--- config.mk ---
export PLATFORM = sky130hd
export DESIGN_NAME = data_router_rd_sched_flat
export DESIGN_NICKNAME = d
export VERILOG_FILES = /design/src/rtl/data_router_pkg.sv /design/src/rtl/data_router_rd_sched_if.sv /design/src/rtl/data_router_credit_cnt.sv /design/src/rtl/data_router_rd_sched.sv /design/src/flat_wrapper.sv
export SDC_FILE = /design/constraint.sdc
export NUM_CORES = 1
export LEC_CHECK = 0
export CAP_MARGIN = 10
export CORE_UTILIZATION = 30
export CTS_BUF_LIST = sky130_fd_sc_hd__clkbuf_8
export CTS_CLUSTER_DIAMETER = 100
export DETAILED_ROUTE_END_ITERATION = 8
export SLEW_MARGIN = 20
export SYNTH_ARGS = -nofsm -noshare
export SYNTH_HDL_FRONTEND = slang
export SYNTH_HIERARCHICAL = 1
export SYNTH_SLANG_ARGS = --single-unit
--- constraint.sdc ---
create_clock -name clk -period 3.4 [get_ports clk]
set_clock_uncertainty 0.05 [all_clocks]
set_input_delay 0.34 -clock clk [delete_from_list [all_inputs] [get_ports clk]]
set_output_delay 0.34 -clock clk [all_outputs]
set_load 0.01 [all_outputs]
--- src/rtl/data_router_pkg.sv ---
// Shared types for the input-buffer data router: read ops, read-scheduler states
// and the buffer-row depth derived from the conv stride.
package data_router_pkg;

    typedef enum logic [1:0] {
        OP_RR = 2'd0,
        OP_BR = 2'd1,
        OP_RP = 2'd2,
        OP_NE = 2'd3
    } rp_op_e;

    typedef enum logic [2:0] {
        S_IDLE = 3'd0,
        S_WAIT = 3'd1,
        S_RR   = 3'd2,
        S_BR   = 3'd3,
        S_RP   = 3'd4,
        S_FIN  = 3'd5
    } rd_sched_state_e;

    // Two rows per stride step: one being consumed while the next fills.
    function automatic int calc_bufh(input int stride);
        return 2 * stride;
    endfunction

endpackage

--- src/rtl/data_router_rd_sched_if.sv ---
// Router read-command channel: op/bank/row/column with a valid/ready handshake.
interface data_router_rd_sched_if;
    import data_router_pkg::*;

    logic         cmd_valid;
    logic         cmd_ready;
    rp_op_e       rpsel;
    logic [7:0]   rbank;
    logic [7:0]   rrow;
    logic [27:0]  rcol;

    modport master (
        output cmd_valid, rpsel, rbank, rrow, rcol,
        input  cmd_ready
    );

    modport slave (
        input  cmd_valid, rpsel, rbank, rrow, rcol,
        output cmd_ready
    );

endinterface

--- src/rtl/data_router_credit_cnt.sv ---
// Saturating up/down row-fill credit counter (0..MAX) with a sticky overflow flag.
module data_router_credit_cnt #(
    parameter int MAX = 2,
    parameter int CW  = $clog2(MAX + 1)
) (
    input  logic          clk,
    input  logic          rst,
    input  logic          inc_i,
    input  logic          dec_i,
    output logic [CW-1:0] count_o,
    output logic          ovf_o
);

    localparam logic [CW-1:0] MAX_V = CW'(MAX);

    logic [CW-1:0] count_q, count_d;
    logic          ovf_q, ovf_d;

    // A simultaneous increment and consume cancel out, even at the limit.
    always_comb begin
        count_d = count_q;
        ovf_d   = ovf_q;
        if (inc_i && !dec_i) begin
            if (count_q == MAX_V) begin
                ovf_d = 1'b1;
            end else begin
                count_d = count_q + CW'(1);
            end
        end else if (dec_i && !inc_i && (count_q != '0)) begin
            count_d = count_q - CW'(1);
        end
    end

    always_ff @(posedge clk or posedge rst) begin
        if (rst) begin
            count_q <= '0;
            ovf_q   <= 1'b0;
        end else begin
            count_q <= count_d;
            ovf_q   <= ovf_d;
        end
    end

    assign count_o = count_q;
    assign ovf_o   = ovf_q;

endmodule

--- src/rtl/data_router_rd_sched.sv ---
// Read-side scheduler: turns a tile count into RR/BR/RP router read commands gated on
// row-fill credits. Optional stall/starve counters behind DATA_ROUTER_RD_SCHED_PERF_EN.
module data_router_rd_sched
    import data_router_pkg::*;
#(
    parameter int DW     = 32,
    parameter int POY    = 3,
    parameter int KSIZE  = 3,
    parameter int STRIDE = 1,
    parameter int BUFW   = 32
) (
    input  logic                   clk,
    input  logic                   rst,
    input  logic                   start,
    input  logic [15:0]            n_tiles,
    input  logic                   row_done,
    data_router_rd_sched_if.master cmd,
    output logic                   busy,
    output logic                   done,
    output logic                   credit_ovf
`ifdef DATA_ROUTER_RD_SCHED_PERF_EN
    ,
    output logic [31:0]            stall_cyc,
    output logic [31:0]            starve_cyc
`endif
);

    localparam int BUFH = calc_bufh(STRIDE);
    localparam int CW   = $clog2(BUFH + 1);
    localparam int RW   = (BUFH > 1) ? $clog2(BUFH) : 1;

    localparam logic [7:0]    KY_LAST    = 8'(KSIZE - 1);
    localparam logic [7:0]    J_LAST     = 8'(KSIZE - 2);
    localparam logic [7:0]    BANK_LAST  = 8'(POY - 1);
    localparam logic [7:0]    BANK_FIRST = (POY > 1) ? 8'd1 : 8'd0;
    localparam logic [27:0]   RCOL_FIRST = 28'(BUFW - KSIZE + 1);
    localparam logic [RW-1:0] RPTR_LAST  = RW'(BUFH - 1);

    if (KSIZE < 2 || DW < 1) begin : g_param_chk
        $error("data_router_rd_sched: KSIZE must be >= 2 and DW >= 1");
    end

    rd_sched_state_e state_q;
    logic [15:0]     tiles_q;
    logic [7:0]      ky_q;
    logic [7:0]      j_q;
    logic [RW-1:0]   rptr_q;
    logic            cmd_valid_q;
    rp_op_e          rpsel_q;
    logic [7:0]      rbank_q;
    logic [7:0]      rrow_q;
    logic [27:0]     rcol_q;
    logic            busy_q;
    logic            done_q;

    logic            hs;
    logic            tile_end;
    logic            start_acc;
    logic [CW-1:0]   credit;
    logic [RW-1:0]   rptr_d;

    assign hs        = cmd_valid_q && cmd.cmd_ready;
    assign tile_end  = (state_q == S_RP) && hs && (j_q == J_LAST);
    assign start_acc = (state_q == S_IDLE) && start;
    assign rptr_d    = (rptr_q == RPTR_LAST) ? '0 : rptr_q + RW'(1);

    data_router_credit_cnt #(
        .MAX (BUFH),
        .CW  (CW)
    ) u_credit (
        .clk     (clk),
        .rst     (rst),
        .inc_i   (row_done),
        .dec_i   (tile_end),
        .count_o (credit),
        .ovf_o   (credit_ovf)
    );

    // Command fields are loaded on the edge that enters each issuing state, so they
    // stay registered and frozen while the consumer back-pressures.
    always_ff @(posedge clk or posedge rst) begin
        if (rst) begin
            state_q     <= S_IDLE;
            tiles_q     <= '0;
            ky_q        <= '0;
            j_q         <= '0;
            rptr_q      <= '0;
            cmd_valid_q <= 1'b0;
            rpsel_q     <= OP_RR;
            rbank_q     <= '0;
            rrow_q      <= '0;
            rcol_q      <= '0;
            busy_q      <= 1'b0;
            done_q      <= 1'b0;
        end else begin
            done_q <= 1'b0;
            case (state_q)
                S_IDLE: begin
                    if (start) begin
                        busy_q  <= 1'b1;
                        tiles_q <= n_tiles;
                        state_q <= (n_tiles == 16'd0) ? S_FIN : S_WAIT;
                    end
                end
                S_WAIT: begin
                    if (credit != '0) begin
                        state_q     <= S_RR;
                        cmd_valid_q <= 1'b1;
                        rpsel_q     <= OP_RR;
                        rbank_q     <= 8'd0;
                        rrow_q      <= 8'(rptr_q);
                        rcol_q      <= 28'd0;
                    end
                end
                S_RR: begin
                    if (hs) begin
                        state_q <= S_BR;
                        ky_q    <= 8'd1;
                        rpsel_q <= OP_BR;
                        rbank_q <= BANK_FIRST;
                    end
                end
                S_BR: begin
                    if (hs) begin
                        if (ky_q == KY_LAST) begin
                            state_q <= S_RP;
                            j_q     <= 8'd0;
                            rpsel_q <= OP_RP;
                            rbank_q <= 8'd0;
                            rcol_q  <= RCOL_FIRST;
                        end else begin
                            ky_q    <= ky_q + 8'd1;
                            rbank_q <= (rbank_q == BANK_LAST) ? 8'd0 : rbank_q + 8'd1;
                        end
                    end
                end
                S_RP: begin
                    if (hs) begin
                        if (j_q == J_LAST) begin
                            cmd_valid_q <= 1'b0;
                            rpsel_q     <= OP_RR;
                            rbank_q     <= 8'd0;
                            rrow_q      <= 8'd0;
                            rcol_q      <= 28'd0;
                            rptr_q      <= rptr_d;
                            tiles_q     <= tiles_q - 16'd1;
                            state_q     <= (tiles_q == 16'd1) ? S_FIN : S_WAIT;
                        end else begin
                            j_q    <= j_q + 8'd1;
                            rcol_q <= rcol_q + 28'd1;
                        end
                    end
                end
                S_FIN: begin
                    state_q <= S_IDLE;
                    busy_q  <= 1'b0;
                    done_q  <= 1'b1;
                end
                default: begin
                    state_q     <= S_IDLE;
                    cmd_valid_q <= 1'b0;
                    busy_q      <= 1'b0;
                end
            endcase
        end
    end

    assign cmd.cmd_valid = cmd_valid_q;
    assign cmd.rpsel     = rpsel_q;
    assign cmd.rbank     = rbank_q;
    assign cmd.rrow      = rrow_q;
    assign cmd.rcol      = rcol_q;
    assign busy          = busy_q;
    assign done          = done_q;

`ifdef DATA_ROUTER_RD_SCHED_PERF_EN
    // Event 0: back-pressured command; event 1: waiting with no credit.
    logic [1:0] perf_ev;
    assign perf_ev[0] = cmd_valid_q && !cmd.cmd_ready;
    assign perf_ev[1] = (state_q == S_WAIT) && (credit == '0);

    for (genvar gi = 0; gi < 2; gi++) begin : g_perf
        logic [31:0] cnt_q;
        always_ff @(posedge clk or posedge rst) begin
            if (rst) begin
                cnt_q <= '0;
            end else if (start_acc) begin
                cnt_q <= '0;
            end else if (perf_ev[gi] && (cnt_q != '1)) begin
                cnt_q <= cnt_q + 32'd1;
            end
        end
    end

    assign stall_cyc  = g_perf[0].cnt_q;
    assign starve_cyc = g_perf[1].cnt_q;
`else
    logic unused_start_acc;
    assign unused_start_acc = start_acc;
`endif

endmodule
--- src/flat_wrapper.sv ---
// flat-port wrapper written by rule: the top's interface ports become plain ports
module data_router_rd_sched_flat import data_router_pkg::*;
#(
    parameter int DW     = 32,
    parameter int POY    = 3,
    parameter int KSIZE  = 3,
    parameter int STRIDE = 1,
    parameter int BUFW   = 32
)
  (clk, rst, start, n_tiles, row_done, busy, done, credit_ovf, cmd_cmd_valid, cmd_rpsel, cmd_rbank, cmd_rrow, cmd_rcol, cmd_cmd_ready);
  data_router_rd_sched_if cmd_i ();
  input  logic clk;
  input  logic rst;
  input  logic start;
  input  logic [15:0] n_tiles;
  input  logic row_done;
  output logic busy;
  output logic done;
  output logic credit_ovf;
  output wire logic [$bits(cmd_i.cmd_valid)-1:0] cmd_cmd_valid;
  output wire logic [$bits(cmd_i.rpsel)-1:0] cmd_rpsel;
  output wire logic [$bits(cmd_i.rbank)-1:0] cmd_rbank;
  output wire logic [$bits(cmd_i.rrow)-1:0] cmd_rrow;
  output wire logic [$bits(cmd_i.rcol)-1:0] cmd_rcol;
  input wire logic [$bits(cmd_i.cmd_ready)-1:0] cmd_cmd_ready;
  assign cmd_cmd_valid = cmd_i.cmd_valid;
  assign cmd_rpsel = cmd_i.rpsel;
  assign cmd_rbank = cmd_i.rbank;
  assign cmd_rrow = cmd_i.rrow;
  assign cmd_rcol = cmd_i.rcol;
  assign cmd_i.cmd_ready = cmd_cmd_ready;
  data_router_rd_sched #(.DW(DW), .POY(POY), .KSIZE(KSIZE), .STRIDE(STRIDE), .BUFW(BUFW)) u_core (.clk(clk), .rst(rst), .start(start), .n_tiles(n_tiles), .row_done(row_done), .cmd(cmd_i), .busy(busy), .done(done), .credit_ovf(credit_ovf));
endmodule
==> results by group, run 1 <==
Route
  • Drt via density: ~5.4
  • Final WL: 12500 um
  • Drt drc: 0
  • Routed Antenna Nets: 0
  • Drt first-iter violations: between 300 and 400
  • Drt wl/cell: 15.2 um
  • First-pass DRT Iterations: 5
  • Vias after detailed routing: 4417

Worst hold path
  • Hold Path Class: input port to asynchronous set/reset pin

Synthesis
  • Synth top area share: 42.5%
  • Cells after Synth: 550
  • Cell taking the most area after synthesis: dfrtp_1
  • Top cells by area, synth: dfrtp_1 (43%), o21ai_0 (6.5%), a21oi_1 (4.7%), nor2_1 (3.9%), nand3_1 (2.8%)
  • Top_reg_cell synth: dfrtp_1
  • Avg Cell Area, Syn: 8.66 um^2
  • Synth unique cells: 64
  • Synth Warn #: 6
  • #FFs+latches synth: 81
  • Number of synthesized flops with an enable pin: 0
  • Async S/R FF share, synth: between 90% and 100%
  • Post-synthesis sequential area ratio: between 40% and 50%
  • Mapped cell area: roughly 4800 um^2

Clocking
  • CTS tree: built
  • Count of hold-fix buffers inserted at cts: 0
  • Clk_lat worst skew: 380 ps
  • H-tree depth: 3
  • Postcts setup bufs: 0
  • CTS root buffer: clkbuf_8
  • Max Root-Sink Buffers: 2
  • Clock transition at path regs: about 80 ps
  • Cts bufs inserted: 9
  • CTS Sinks: 81
  • Post-cts sizing count: 0

Power
  • Cell-internal power: 1.98 mW
  • Clk pwr share: 20.0%
  • Static Leak: 2.28 nW
  • Switching share of power: 41.5%
  • Pwr/cell area: 586 nW/um^2
  • Sequential share of power: 41.8%
  • P_sw: approximately 1.4 mW
  • Logic pwr share: 38.2%
  • Peak VDD IR: 0.344 mV

STA
  • Fin Setup TNS: 0 ps
  • Max_slew headroom: between 50% and 60%
  • RSZ-0062 raised after global routing: false
  • Slew Viols, Final: 0
  • Final period utilization: 78.1%
  • Post-route setup slack: 745 ps
  • Final hold vios: 0
  • Worst Max-Slew Pin Slew: approximately 710 ps
  • Fin crit period: 2660 ps
  • Setup violators final: 0
  • Max frequency: 377 MHz

Global route
  • First-pass GRT wire length: 20900 um
  • Initial antenna violation count: 0
  • Tot GR Track Use: 16.1%
  • Largest net degree at the start of global routing: 49
  • Overflow after GRT: 0
  • Vias in the first global route: 4245

Die
  • Die width: around 130 um
  • Die footprint: 16400 um^2
  • Top-Level Pins: 71
  • FP Rows: 45
  • CORE AREA: 15400 um^2
  • Die height: 128 um
  • Initial Utilization: 31.0%

Final layout
  • Nets: about 640
  • Area growth from synthesis to layout: 21.1%
  • Finished Cell Area: 5770 um^2
  • Multi-input logic area: 2520 um^2
  • Fill count: 1578
  • Register area: 2030 um^2
  • Antenna Cells: 0
  • Layout cells sized above 1: 6.73%

Critical path
  • CP max stage delay: 670 ps
  • Max FO, Critical Path: 19
  • Worst path required time: 3590 ps
  • CP max stage cell: dfrtp_1
  • Startpoint class of the critical path: flip-flop
  • Cell mode on critical path: o21ai_0
  • Crit path kind: flip-flop to flip-flop
  • Crit path cell chain: or3b_2 > a21oi_4 > o211ai_1 > o21ai_0 > o21ai_0
  • Type of destination of the critical path: flip-flop
  • Worst path arrival time: 2850 ps

Placement
  • Placer Congestion: 0.796
  • Hpwl dp: between 8000 and 9000 um
  • Port bufs: 63
  • Dpl ws: about 770 ps
  • Placed Area: 5590 um^2

Run status
  • Status: complete, no violations

Job
  • Max-Cap Viols: 0
## Yosys cell counts (all sizes together), types with 5 or more instances
library cell / count
a31oi: 6
a22o: 7
buf: 21
nand2: 36
nand3: 27
nor3: 14
ha: 9
or4: 11
a21oi: 46
nor4: 10
clkbuf: 14
and3: 11
o31ai: 15
o211ai: 5
inv: 17
nor2: 50
dfrtp: 81
xor2: 5
nand4: 16
o21ai: 65
or3: 15
a22oi: 5
## logic make-up (layout without fill, tap and decap cells)
| logic type | Yosys count | in the layout | synth area share (%) |
|---|---|---|---|
| other | 1 | 7 | 0.0787 |
| multiplexers | 3 | 3 | 0.683 |
| flip-flops | 81 | 81 | 42.5 |
| AO/OA/AOI/OAI | 178 | 178 | 23.0 |
| adder cells (fa/ha/maj) | 9 | 9 | 2.36 |
| XOR/XNOR | 7 | 7 | 1.29 |
| AND/OR/NAND/NOR | 219 | 219 | 24.8 |
| buffers and inverters | 52 | 105 | 5.23 |
## sequential cells by signal, indices dropped and copies added, names as in the netlist
name	cells
u_core/busy	1
u_core/cmd.cmd_valid	1
u_core/cmd.rbank	8
u_core/cmd.rcol	28
u_core/cmd.rpsel	2
u_core/cmd.rrow	1
u_core/done	1
u_core/j_q	8
u_core/ky_q	8
u_core/rptr_q	1
u_core/state_q	3
u_core/tiles_q	16
u_core/u_credit/count_o	2
u_core/u_credit/ovf_o	1
## critical path, delay by kind of cell (launching register included)
| family | cells | cell delay (ps) |
|---|---|---|
| and+or+nand+nor | 1 | 630 |
| DFF | 1 | 670 |
| AOI/OAI and AO/OA | 4 | 1160 |
## power by group through the flow
stage | Combinational [mW] | Clock [mW] | Sequential [mW]
2_1_floorplan | 0.949 | 0 | 1.36
3_3_place_gp | 1.26 | 0 | 1.42
3_5_place_dp | 1.29 | 0 | 1.43
4_1_cts | 1.30 | 0.708 | 1.41
5_1_grt | 1.44 | 0.740 | 1.46
6_report | 1.29 | 0.677 | 1.41
## per-stage QoR
| step | hold slack [ps] | total power, mW | utilization (%) | std cells |
|---|---|---|---|---|
| finish | 135 | 3.39 | 37.5 | 820 |
| global route | 136 | 3.64 | 37.5 | 820 |
| CTS | 123 | 3.42 | 37.5 | 820 |
| detailed placement | 419 | 2.72 | 36.4 | 805 |
| global placement | 411 | 2.68 | 36.4 | 805 |
| floorplan | 43.6 | 2.31 | - | 556 |
## metal layers
| metal | wire [um] | vias to the layer above | GRT usage [%] | share of wire (%) |
|---|---|---|---|---|
| met2 | 5670 | 132 | 25.7 | 45 |
| met1 | 6040 | 2120 | 21.1 | 48 |
| met5 | 0 | - | 0 | 0 |
| met3 | 549 | 20 | 4.17 | 4.4 |
| li1 | - | 2145 | - | - |
| met4 | 228 | 0 | 5.61 | 1.8 |
## final cells by class
cell class	instances	share of cell area, %
multi-input cells	423	43.6
flip-flops and latches	81	35.1
repair buffers	73	12.4
well taps	211	4.57
clock buffers	12	2.86
inverters	17	1.11
clock inverters	3	0.260
## final timing paths
path / from / to / slack [ps] / cells after the start
worst max-delay path: u_core/state_q[2] / u_core/j_q[2] / 740 / 5
worst min-delay path: rst / u_core/u_credit/count_o[0] / 140 / 2
worst max register to register: u_core/state_q[2] / u_core/j_q[2] / 740 / 5
worst min register to register: u_core/rptr_q / u_core/rptr_q / 420 / 1
max in group asynchronous: rst / u_core/tiles_q[2] / 2210 / 3
min in group clk: u_core/rptr_q / u_core/rptr_q / 420 / 1
## placed cells by master (no fill, tap or decap), drive strengths merged, types with 5 or more instances in the layout
| cell type | netlist | routed |
|---|---|---|
| xor2 | 5 | 5 |
| a22o | 7 | 7 |
| or3 | 15 | 15 |
| clkdlybuf4s50 | 0 | 63 |
| clkbuf | 14 | 12 |
| a21oi | 46 | 46 |
| conb | 1 | 7 |
| buf | 21 | 10 |
| o211ai | 5 | 5 |
| o21ai | 65 | 65 |
| inv | 17 | 17 |
| dfrtp | 81 | 81 |
| nand3 | 27 | 27 |
| o31ai | 15 | 15 |
| nand4 | 16 | 16 |
| or4 | 11 | 11 |
| nor2 | 50 | 50 |
| nand2 | 36 | 36 |
| a22oi | 5 | 5 |
| ha | 9 | 9 |
| nor3 | 14 | 14 |
| a31oi | 6 | 6 |
| nor4 | 10 | 10 |
| and3 | 11 | 11 |
Power figures use the tool's default switching activity.
==> run 2, diff against run 1 <==
Clock period 3.4 ns to 2.3 ns, I/O delays scaled along.
==> results by group, run 2 (synthesis gave the netlist of run 1 again) <==
Clocking
  • CTS root buffer: clkbuf_8
  • CTS tree: built
  • H-tree depth: 3
  • Cts bufs inserted: 9
  • Clock transition at path regs: 80 ps
  • Clk_lat worst skew: 370 ps
  • Max Root-Sink Buffers: 2
  • Count of hold-fix buffers inserted at cts: 0
  • CTS Sinks: 81

Final layout
  • Most common cell after layout, fill and taps aside: dfrtp_1
  • Finished Cell Area: 6100 um^2
  • Post-layout util: 39.7%
  • Layout cells sized above 1: 12.9%
  • Max FFs per register: 28
  • Antenna Cells: 0
  • Most frequent cells in the layout: dfrtp_1 (81), clkdlybuf4s50_1 (63), o21ai_0 (61)
  • Area growth from synthesis to layout: 28.1%
  • Post-route insts no fill: ~860
  • Fill count: 1542
  • Nets: between 600 and 700

STA
  • Fin crit period: ~2200 ps
  • Final hold vios: 0
  • Max_slew headroom: 57.3%
  • RSZ-0062 raised after global routing: true
  • Slew Viols, Final: 0
  • Worst Max-Slew Pin Slew: ~640 ps
  • Setup violators final: 0
  • Post-route setup slack: 139 ps
  • Final period utilization: between 90% and 100%
  • Max frequency: roughly 460 MHz
  • Fin Setup TNS: 0 ps

Die
  • Die footprint: 16400 um^2
  • Die height: 128 um
  • FP Rows: 45
  • Top-Level Pins: 71
  • Initial Utilization: 31.0%
  • CORE AREA: 15400 um^2
  • Die width: 128 um

Placement
  • Placed insts: 842
  • Placer Congestion: 0.844
  • Port bufs: 63
  • Dpl ws: -207 ps
  • Hpwl dp: 9080 um
  • Placed Area: 5880 um^2

Route
  • Routed Antenna Nets: 0
  • Drt via density: 5.36
  • Drt drc: 0
  • Vias after detailed routing: 4612
  • Final WL: between 10000 and 15000 um
  • First-pass DRT Iterations: 5
  • Drt first-iter violations: 303
  • Drt wl/cell: between 15 and 20 um

Global route
  • Overflow after GRT: 0
  • Tot GR Track Use: roughly 16%
  • Largest net degree at the start of global routing: 79
  • First-pass GRT wire length: 21500 um
  • Initial antenna violation count: 0
  • Vias in the first global route: 4416

Critical path
  • Worst Reg2Reg Path Length in Cells: 9
  • Type of destination of the critical path: flip-flop
  • RR Endpoint: u_core/u_credit/count_o[0]
  • Crit path kind: flip-flop to flip-flop
  • Max FO, Critical Path: 5
  • Worst path required time: between 2000 and 3000 ps
  • Startpoint class of the critical path: flip-flop
  • Worst path arrival time: approximately 2400 ps
  • R2R Path Start: u_core/j_q[1]
  • Reg-to-reg slack, setup: about 140 ps

Run status
  • Status: complete, no violations

Power
  • Pwr/cell area: 878 nW/um^2
  • Static Leak: 2.48 nW
  • Peak VDD IR: 0.411 mV

Job
  • Max-Cap Viols: 0

Worst hold path
  • Hold Path Class: input port to asynchronous set/reset pin
## run 2: cell count changes in the layout (fill, tap and decap cells not counted), sizes merged
cell,delta
buf,+39
a2bb2oi,+1
clkinv,+1
inv,+3
clkbuf,-3
## run 2: worst max-delay path by stage
stage                            from                    endpoint  slack (ps)  depth (start not counted)
CTS                 u_core/state_q[0]               u_core/j_q[7]          80                          6
global placement        cmd_cmd_ready          u_core/cmd.rcol[7]        -110                          7
detailed placement      cmd_cmd_ready         u_core/cmd.rcol[11]        -210                          7
floorplan                         rst                 u_core/busy          20                          1
global route           u_core/ky_q[0]               u_core/j_q[7]         -20                          9
finish                  u_core/j_q[1]  u_core/u_credit/count_o[0]         140                          9
## run 2: final cells by class
cell class / count / area, um^2 / area share (%)
flip-flops and latches: 81 / 2030 / 33.2
inverters: 17 / 63.8 / 1.05
repair buffers: 112 / 1030 / 16.8
clock inverters: 7 / 31.3 / 0.512
clock buffers: 9 / 124 / 2.03
well taps: 211 / 264 / 4.32
multi-input cells: 424 / 2570 / 42.1
## run 2: metal layers
metal	share of wire, %	GRT usage, %
met4	0.67	4.15
met1	47	21.3
met3	4.3	3.80
met2	48	27.5
met5	0	0
## run 2: critical path, cell delays in order, from the launching register on
cell	delay, ps
dfrtp_1	420
inv_1	70
ha_1	140
nor4b_2	200
buf_4	190
nand4b_1	140
buf_4	210
inv_1	70
and2b_2	240
a221o_1	330
## run 2: metrics by stage
stage                     power (mW)  hold slack [ps]
after CTS                       5.30             6.48
after global placement          4.28              415
after global routing            5.79             32.1
final                           5.36             21.6
after floorplan                 3.41            -66.4
after detailed placement        4.35              417
## run 2: report_power, final
part           switching, mW  internal, mW  leakage, nW
registers              0.292          1.71         1.07
logic                   1.39          1.08         1.31
clock network          0.523         0.373       0.0963
## run 2: what timing repair did
action | in CTS | in global routing
gates resized for setup | 1 | 7
endpoints found under the setup margin | 27 | 21
buffers inserted | 0 | 2
pin swaps | 0 | 1
cloned | 0 | 1
==> run 3, diff against run 2 <==
Settings changed: PLACE_DENSITY set to 0.61.
==> results by group, run 3 (synthesis gave the netlist of run 1 again) <==
Global route
  • Vias in the first global route: 4278
  • Overflow after GRT: 0
  • Tot GR Track Use: about 16%
  • Largest net degree at the start of global routing: 43
  • First-pass GRT wire length: around 21000 um
  • Initial antenna violation count: 0

Die
  • CORE AREA: 15400 um^2
  • Die height: 128 um
  • Initial Utilization: 31.0%
  • Die width: 128 um
  • FP Rows: 45
  • Top-Level Pins: 71
  • Die footprint: 16400 um^2

Critical path
  • CP max stage cell: dfrtp_1
  • Max FO, Critical Path: 8
  • Crit path kind: flip-flop to flip-flop
  • Worst path required time: 2490 ps
  • Cell family contributing the most delay on the critical path: simple AND/OR/NAND/NOR gates
  • Buffers and inverters on the worst path: 2
  • CP max stage delay: 490 ps
  • Worst path arrival time: 2410 ps
  • Startpoint class of the critical path: flip-flop
  • Crit path cell chain: nor3b_1 > nand4b_1 > buf_4 > inv_1 > and2b_2 > a221o_1
  • Type of destination of the critical path: flip-flop

Route
  • Drt via density: around 5.4
  • Drt drc: 0
  • First-pass DRT Iterations: 5
  • Drt first-iter violations: 313
  • Drt wl/cell: ~15 um
  • Vias after detailed routing: 4634
  • Routed Antenna Nets: 0
  • Final WL: 13200 um

Final layout
  • Multi-input logic area: roughly 2600 um^2
  • Post-route insts no fill: 855
  • Max FFs per register: 28
  • Post-layout util: 40.4%
  • Most common cell after layout, fill and taps aside: dfrtp_1
  • Layout cells sized above 1: between 10% and 20%
  • Register area: 2030 um^2
  • Nets: 671
  • Fill count: 1558
  • Most frequent cells in the layout: dfrtp_1 (80), clkdlybuf4s50_1 (63), o21ai_0 (61)
  • Area growth from synthesis to layout: 30.4%
  • Antenna Cells: 0
  • Finished Cell Area: 6210 um^2

Power
  • Peak VDD IR: 0.513 mV
  • Pwr/cell area: 935 nW/um^2
  • Static Leak: 2.50 nW
  • Final Total Pwr: approximately 5.8 mW

STA
  • Fin Setup TNS: 0 ps
  • Worst Max-Slew Pin Slew: slightly above 500 ps
  • Fin Hold WS: 53.0 ps
  • Max_slew headroom: 66.3%
  • Final period utilization: 96.4%
  • Fin crit period: 2220 ps
  • Setup violators final: 0
  • Slew Viols, Final: 0
  • Max frequency: 451 MHz
  • RSZ-0062 raised after global routing: true
  • Final hold vios: 0
  • Post-route setup slack: 83.7 ps

Clocking
  • Clk_lat worst skew: 360 ps
  • Cts bufs inserted: 9
  • H-tree depth: 3
  • CTS root buffer: clkbuf_8
  • Clock transition at path regs: 80 ps
  • CTS tree: built
  • Max Root-Sink Buffers: 2
  • CTS Sinks: 81

Placement
  • Placer Congestion: 0.848
  • Dpl ws: 43.2 ps
  • Port bufs: 63
  • Hpwl dp: 9280 um
  • Placed Area: 5820 um^2
  • Placed insts: 834

Worst hold path
  • Hold Path Class: input port to asynchronous set/reset pin

Job
  • Max-Cap Viols: 0

Run status
  • Status: complete, no violations
-- run 3: worst reg2reg max path, cell delays in order, from the launching register on --
cell and delay, ps:
dfrtp_1 490, nor3b_1 480, nand4b_1 220, buf_4 220, inv_1 70, and2b_2 250, a221o_1 320
-- run 3: cell type report --
type,count,area share [%]
clock buffer,9,1.99
clock inverter,5,1.71
inverter,17,1.03
timing repair buffer,109,17.0
multi-input combinational,423,41.4
tap,211,4.25
sequential,81,32.6
-- run 3: worst paths after layout --
path                                       start                          to  slack, ps  cells past startpoint
max in group asynchronous                    rst         u_core/cmd.rbank[6]       1620                      3
min                                          rst       u_core/u_credit/ovf_o         50                      2
min in group clk           u_core/u_credit/ovf_o       u_core/u_credit/ovf_o        430                      1
min reg2reg                u_core/u_credit/ovf_o       u_core/u_credit/ovf_o        430                      1
max reg2reg                    u_core/state_q[2]  u_core/u_credit/count_o[0]         80                      6
max                            u_core/state_q[2]  u_core/u_credit/count_o[0]         80                      6
-- run 3: layer usage --
| metal | GRT usage (%) | routed length (um) | part of all wire, % |
|---|---|---|---|
| met4 | 4.57 | 161 | 1.2 |
| met3 | 3.38 | 669 | 5.1 |
| met5 | 0 | 0 | 0 |
| met2 | 25.4 | 6220 | 47 |
| met1 | 21.4 | 6190 | 47 |
-- run 3: report_power, final --
group          switching (mW)  internal (mW)  total [mW]  leakage (nW)
clock                   0.533          0.711        1.24         0.111
sequential              0.320           1.71        2.03          1.07
combinational            1.39           1.15        2.54          1.32
-- run 3: what timing repair did --
| item | CTS | global route |
|---|---|---|
| setup buffers | 0 | 4 |
| endpoints found under the setup margin | 0 | 27 |
| gates resized for setup | 0 | 13 |
| hold buffers | 0 | 0 |
==> variant 1: new RTL, flow settings as in run 2 <==
The 6 states of `rd_sched_state_e` get a one-hot encoding in 6 bits.
--- a/src/rtl/data_router_pkg.sv
+++ b/src/rtl/data_router_pkg.sv
@@ -10,11 +10,11 @@
     } rp_op_e;
 
-    typedef enum logic [2:0] {
-        S_IDLE = 3'd0,
-        S_WAIT = 3'd1,
-        S_RR   = 3'd2,
-        S_BR   = 3'd3,
-        S_RP   = 3'd4,
-        S_FIN  = 3'd5
+    typedef enum logic [5:0] {
+        S_IDLE = 6'b000001,
+        S_WAIT = 6'b000010,
+        S_RR   = 6'b000100,
+        S_BR   = 6'b001000,
+        S_RP   = 6'b010000,
+        S_FIN  = 6'b100000
     } rd_sched_state_e;
 
Formal check against the unedited RTL: no difference found for any inputs over 4 cycles, from zero or initial values and one cycle with rst high; so few cycles prove little.
==> variant 1 against run 2 <==
Sequential cell count increased by 3; power is 18% lower; non-clock buffer count up 9; synthesized area up 1.9%; routed wire length up 2.8%; sequential power is 3% lower; final area grew 4.1%; worst setup slack lost 0.083 ns; highest routed layer unchanged.
==> variant 1: results (changes against run 2) <==
Status
Outcome: complete, no violations (unchanged).

STA
The portion of the clock cycle consumed by the worst path in the final layout is 97.6% (was 94.0%). The worst hold-check slack is 0.0533 ns (was 0.0216 ns).

Setup path
The standard cell with the maximum stage delay on the critical path is sky130_fd_sc_hd__or4_1 (was sky130_fd_sc_hd__dfrtp_1). The arrival time at the worst endpoint is 2.50 ns (was 2.36 ns). The largest incremental delay on the critical path is 0.53 ns (was 0.42 ns). The maximum fanout along the worst path is 6 (was 5).

Final layout
The final cell count without fillers is 878 (was 861). The inverter count is 12 (was 17). The count of non-CTS buffers in the layout is 121 (was 112). The count of nets after finishing is 689 (was 675). The register share of the cell area is 33.1% (was 33.2%). The data-path buffer share of cell area in the final layout is 17.6% (was 16.8%). The relative area of clock buffers and inverters in the final design is 2.76% (was 2.54%). The count of clock buffers in the final design came to 12 (was 9).

The number of multi-input combinational cells in the layout is 431 (was 424). The flip-flop and latch count came to 84 (was 81). The count of fill cells added during filler insertion came to 1583 (was 1542).

Global route
The total global routing track utilization is 16.9% (was 16.4%). The first-pass GRT wire length came to 22300 um (was 21500 um). The number of global-route vias before repair came to 4486 (was 4416).

Pwr
The leakage dissipation is 2.56 nW (was 2.48 nW). The maximum VDD drop is 0.331 mV (was 0.411 mV).

Synthesis
Leading cell types by count after synthesis: sky130_fd_sc_hd__dfrtp_1, sky130_fd_sc_hd__o21ai_0, sky130_fd_sc_hd__nand2_1, sky130_fd_sc_hd__a21oi_1, sky130_fd_sc_hd__nor2_1 (was sky130_fd_sc_hd__dfrtp_1, sky130_fd_sc_hd__o21ai_0, sky130_fd_sc_hd__nor2_1, sky130_fd_sc_hd__a21oi_1, sky130_fd_sc_hd__nand2_1). The synthesized-area fraction occupied by adder cells is 2.32% (was 2.36%). The multiplexer fraction of the synthesized cell area is 0.438% (was 0.683%). The post-synthesis sequential area ratio is 43.3% (was 42.5%). The unique cell type count in the Yosys netlist was 62 (was 64). The parity-gate share of the synthesized area counting xor and xnor cells is 1.98% (was 1.29%). The post-synthesis compound-gate area fraction is 21.7% (was 23.0%). The number of cells produced by synthesis is 554 (was 550).

Place
The sum of net half-perimeters after detailed placement was 9450 um (was 9080 um). The pre-CTS worst setup slack is -0.0728 ns (was -0.207 ns). The cell count after placement is 861 (was 842).

Floorplan
The number of cell rows is 46 (was 45).

Routing
The number of violations reported at the end of detailed-routing iteration 0 is 309 (was 303). The average vias per placed instance came to 5.44 (was 5.36). The number of detailed-routing iterations run before antenna repair was 4 (was 5).
[variant 1: worst paths after layout]
kind	start	to	cells past startpoint
worst max register to register	u_core/state_q[5]	u_core/cmd.rbank[7]	5
worst min register to register	u_core/rptr_q	u_core/rptr_q	1
worst max-delay path	u_core/state_q[5]	u_core/cmd.rbank[7]	5
min in group clk	u_core/rptr_q	u_core/rptr_q	1
max in group asynchronous	rst	u_core/cmd.rcol[16]	3
worst min-delay path	rst	u_core/u_credit/ovf_o	2
[variant 1: metal layers]
layer / up-vias / global-route usage, % / wire (um)
li1: 2288 / - / -
met5: - / 0 / 0
met4: 0 / 5.19 / 138
met2: 131 / 26.8 / 6200
met3: 12 / 3.39 / 621
met1: 2343 / 23.2 / 6320
[variant 1: where the power goes]
| group | total [mW] | switching (mW) | internal (mW) |
|---|---|---|---|
| clock network | 1.01 | 0.540 | 0.466 |
| registers | 1.93 | 0.236 | 1.69 |
| logic | 1.46 | 0.811 | 0.651 |
==> variant 2: new RTL, flow settings as in run 2 <==
Made on the original files. `BUFW` is set to 32 in 2 places; all go to 16.
--- a/src/rtl/data_router_rd_sched.sv
+++ b/src/rtl/data_router_rd_sched.sv
@@ -8,5 +8,5 @@
     parameter int KSIZE  = 3,
     parameter int STRIDE = 1,
-    parameter int BUFW   = 32
+    parameter int BUFW   = 16
 ) (
     input  logic                   clk,
--- a/src/flat_wrapper.sv
+++ b/src/flat_wrapper.sv
@@ -6,5 +6,5 @@
     parameter int KSIZE  = 3,
     parameter int STRIDE = 1,
-    parameter int BUFW   = 32
+    parameter int BUFW   = 16
 )
   (clk, rst, start, n_tiles, row_done, busy, done, credit_ovf, cmd_cmd_valid, cmd_rpsel, cmd_rbank, cmd_rrow, cmd_rcol, cmd_cmd_ready);
Check against the original RTL: not equivalent (Yosys sat finds a counterexample within 10 cycles, from zero or initial values and one cycle with rst high).
==> variant 2 against run 2 <==
The run now ends with negative setup slack left; worst setup slack got worse by 0.48 ns; routed wire length rose by 5.5%; power rose by 6.1%; combinational power rose by 6%; critical path depth fell by 2; sequential cell count did not move; worst hold slack improved by 0.018 ns; synthesized cell count rose by 0.55%; synthesized area fell by 0.37%; global-route usage rose by 0.58 points; final cell count rose by 3.8%; final area rose by 7.7%; critical path type unchanged; highest routed layer unchanged.
==> variant 2: results (changes against run 2) <==
Pwr
The cell internal power dissipation is 3.46 mW (was 3.16 mW). The power of the combinational group is 2.63 mW (was 2.47 mW).

STA
The setup-violating endpoint count in the final report is 27 (was 0). The final critical-path setup slack was -0.340 ns (was 0.139 ns).

Final layout
The fraction of final layout cells sized beyond drive strength 1 is 21.2% (was 12.9%). The flip-flop and latch count was 81 (unchanged). The number of multi-input combinational cells in the layout is 428 (was 424). The area used by sequential logic in the layout was 2030 um^2 (about the same). The count of nets after finishing is 708 (was 675). The multi-input combinational cell area came to 2740 um^2 (was 2570 um^2). The inverter count came to 18 (was 17). The count of non-CTS buffers in the layout came to 140 (was 112).

Global route
The met3 layer usage reported by global route is 3.71% (was 3.80%). The met1 usage was 22.0% (was 21.3%). The total global routing track utilization is 17.0% (was 16.4%).

Routing
The met2 layer wire length in the routed design is 6590 um (was 6190 um). The wire length on met1 is 6020 um (was 6090 um). The number of violations reported at the end of detailed-routing iteration 0 is 272 (was 303).

Status
Outcome: finished, violations left (was complete, no violations). The final reports fail on negative setup slack.

Place
The cell count after placement is 861 (was 842). The global placement routability congestion is 0.850 (was 0.844).

Setup path
The arrival time at the worst endpoint is 2.89 ns (was 2.36 ns). The largest incremental delay on the critical path is 0.52 ns (was 0.42 ns).

Synthesis
The post-synthesis compound-gate area fraction is 24.4% (was 23.0%).

CTS
The setup fix buffers added after clock tree synthesis is 5 (was 0).
## variant 2: cell types whose count changed in the layout (fill, tap and decap cells not counted), sizes merged, moves of 5 or more
cell           run 2  this run
buf               49        76
a21oi             46        54
nor2              50        34
o21ai             65        71
or3               15        25
nand2             36        45
clkbuf             9        14
nand4             16         9
## variant 2: through the flow
step	setup TNS (ns)	cell area, um^2	hold WS, ns	power (mW)	worst slack (ns)
floorplan	-2.93	4800	-0.0664	3.26	-0.306
global placement	-4.08	6000	0.408	4.19	-0.272
detailed placement	-5.05	6000	0.423	4.25	-0.334
CTS	-4.57	6290	0.0322	5.36	-0.316
global route	-7.71	6580	0.0359	6.10	-0.404
finish	-5.07	6580	0.0393	5.69	-0.340
## variant 2: cell families (layout without fill, tap and decap cells)
group / Yosys count / count (layout)
simple gates: 209 / 209
compound gates: 192 / 193
flops: 81 / 81
buf+inv: 51 / 174
fa+ha+maj: 9 / 9
xor+xnor: 7 / 7
mux: 3 / 3
other cells: 1 / 7
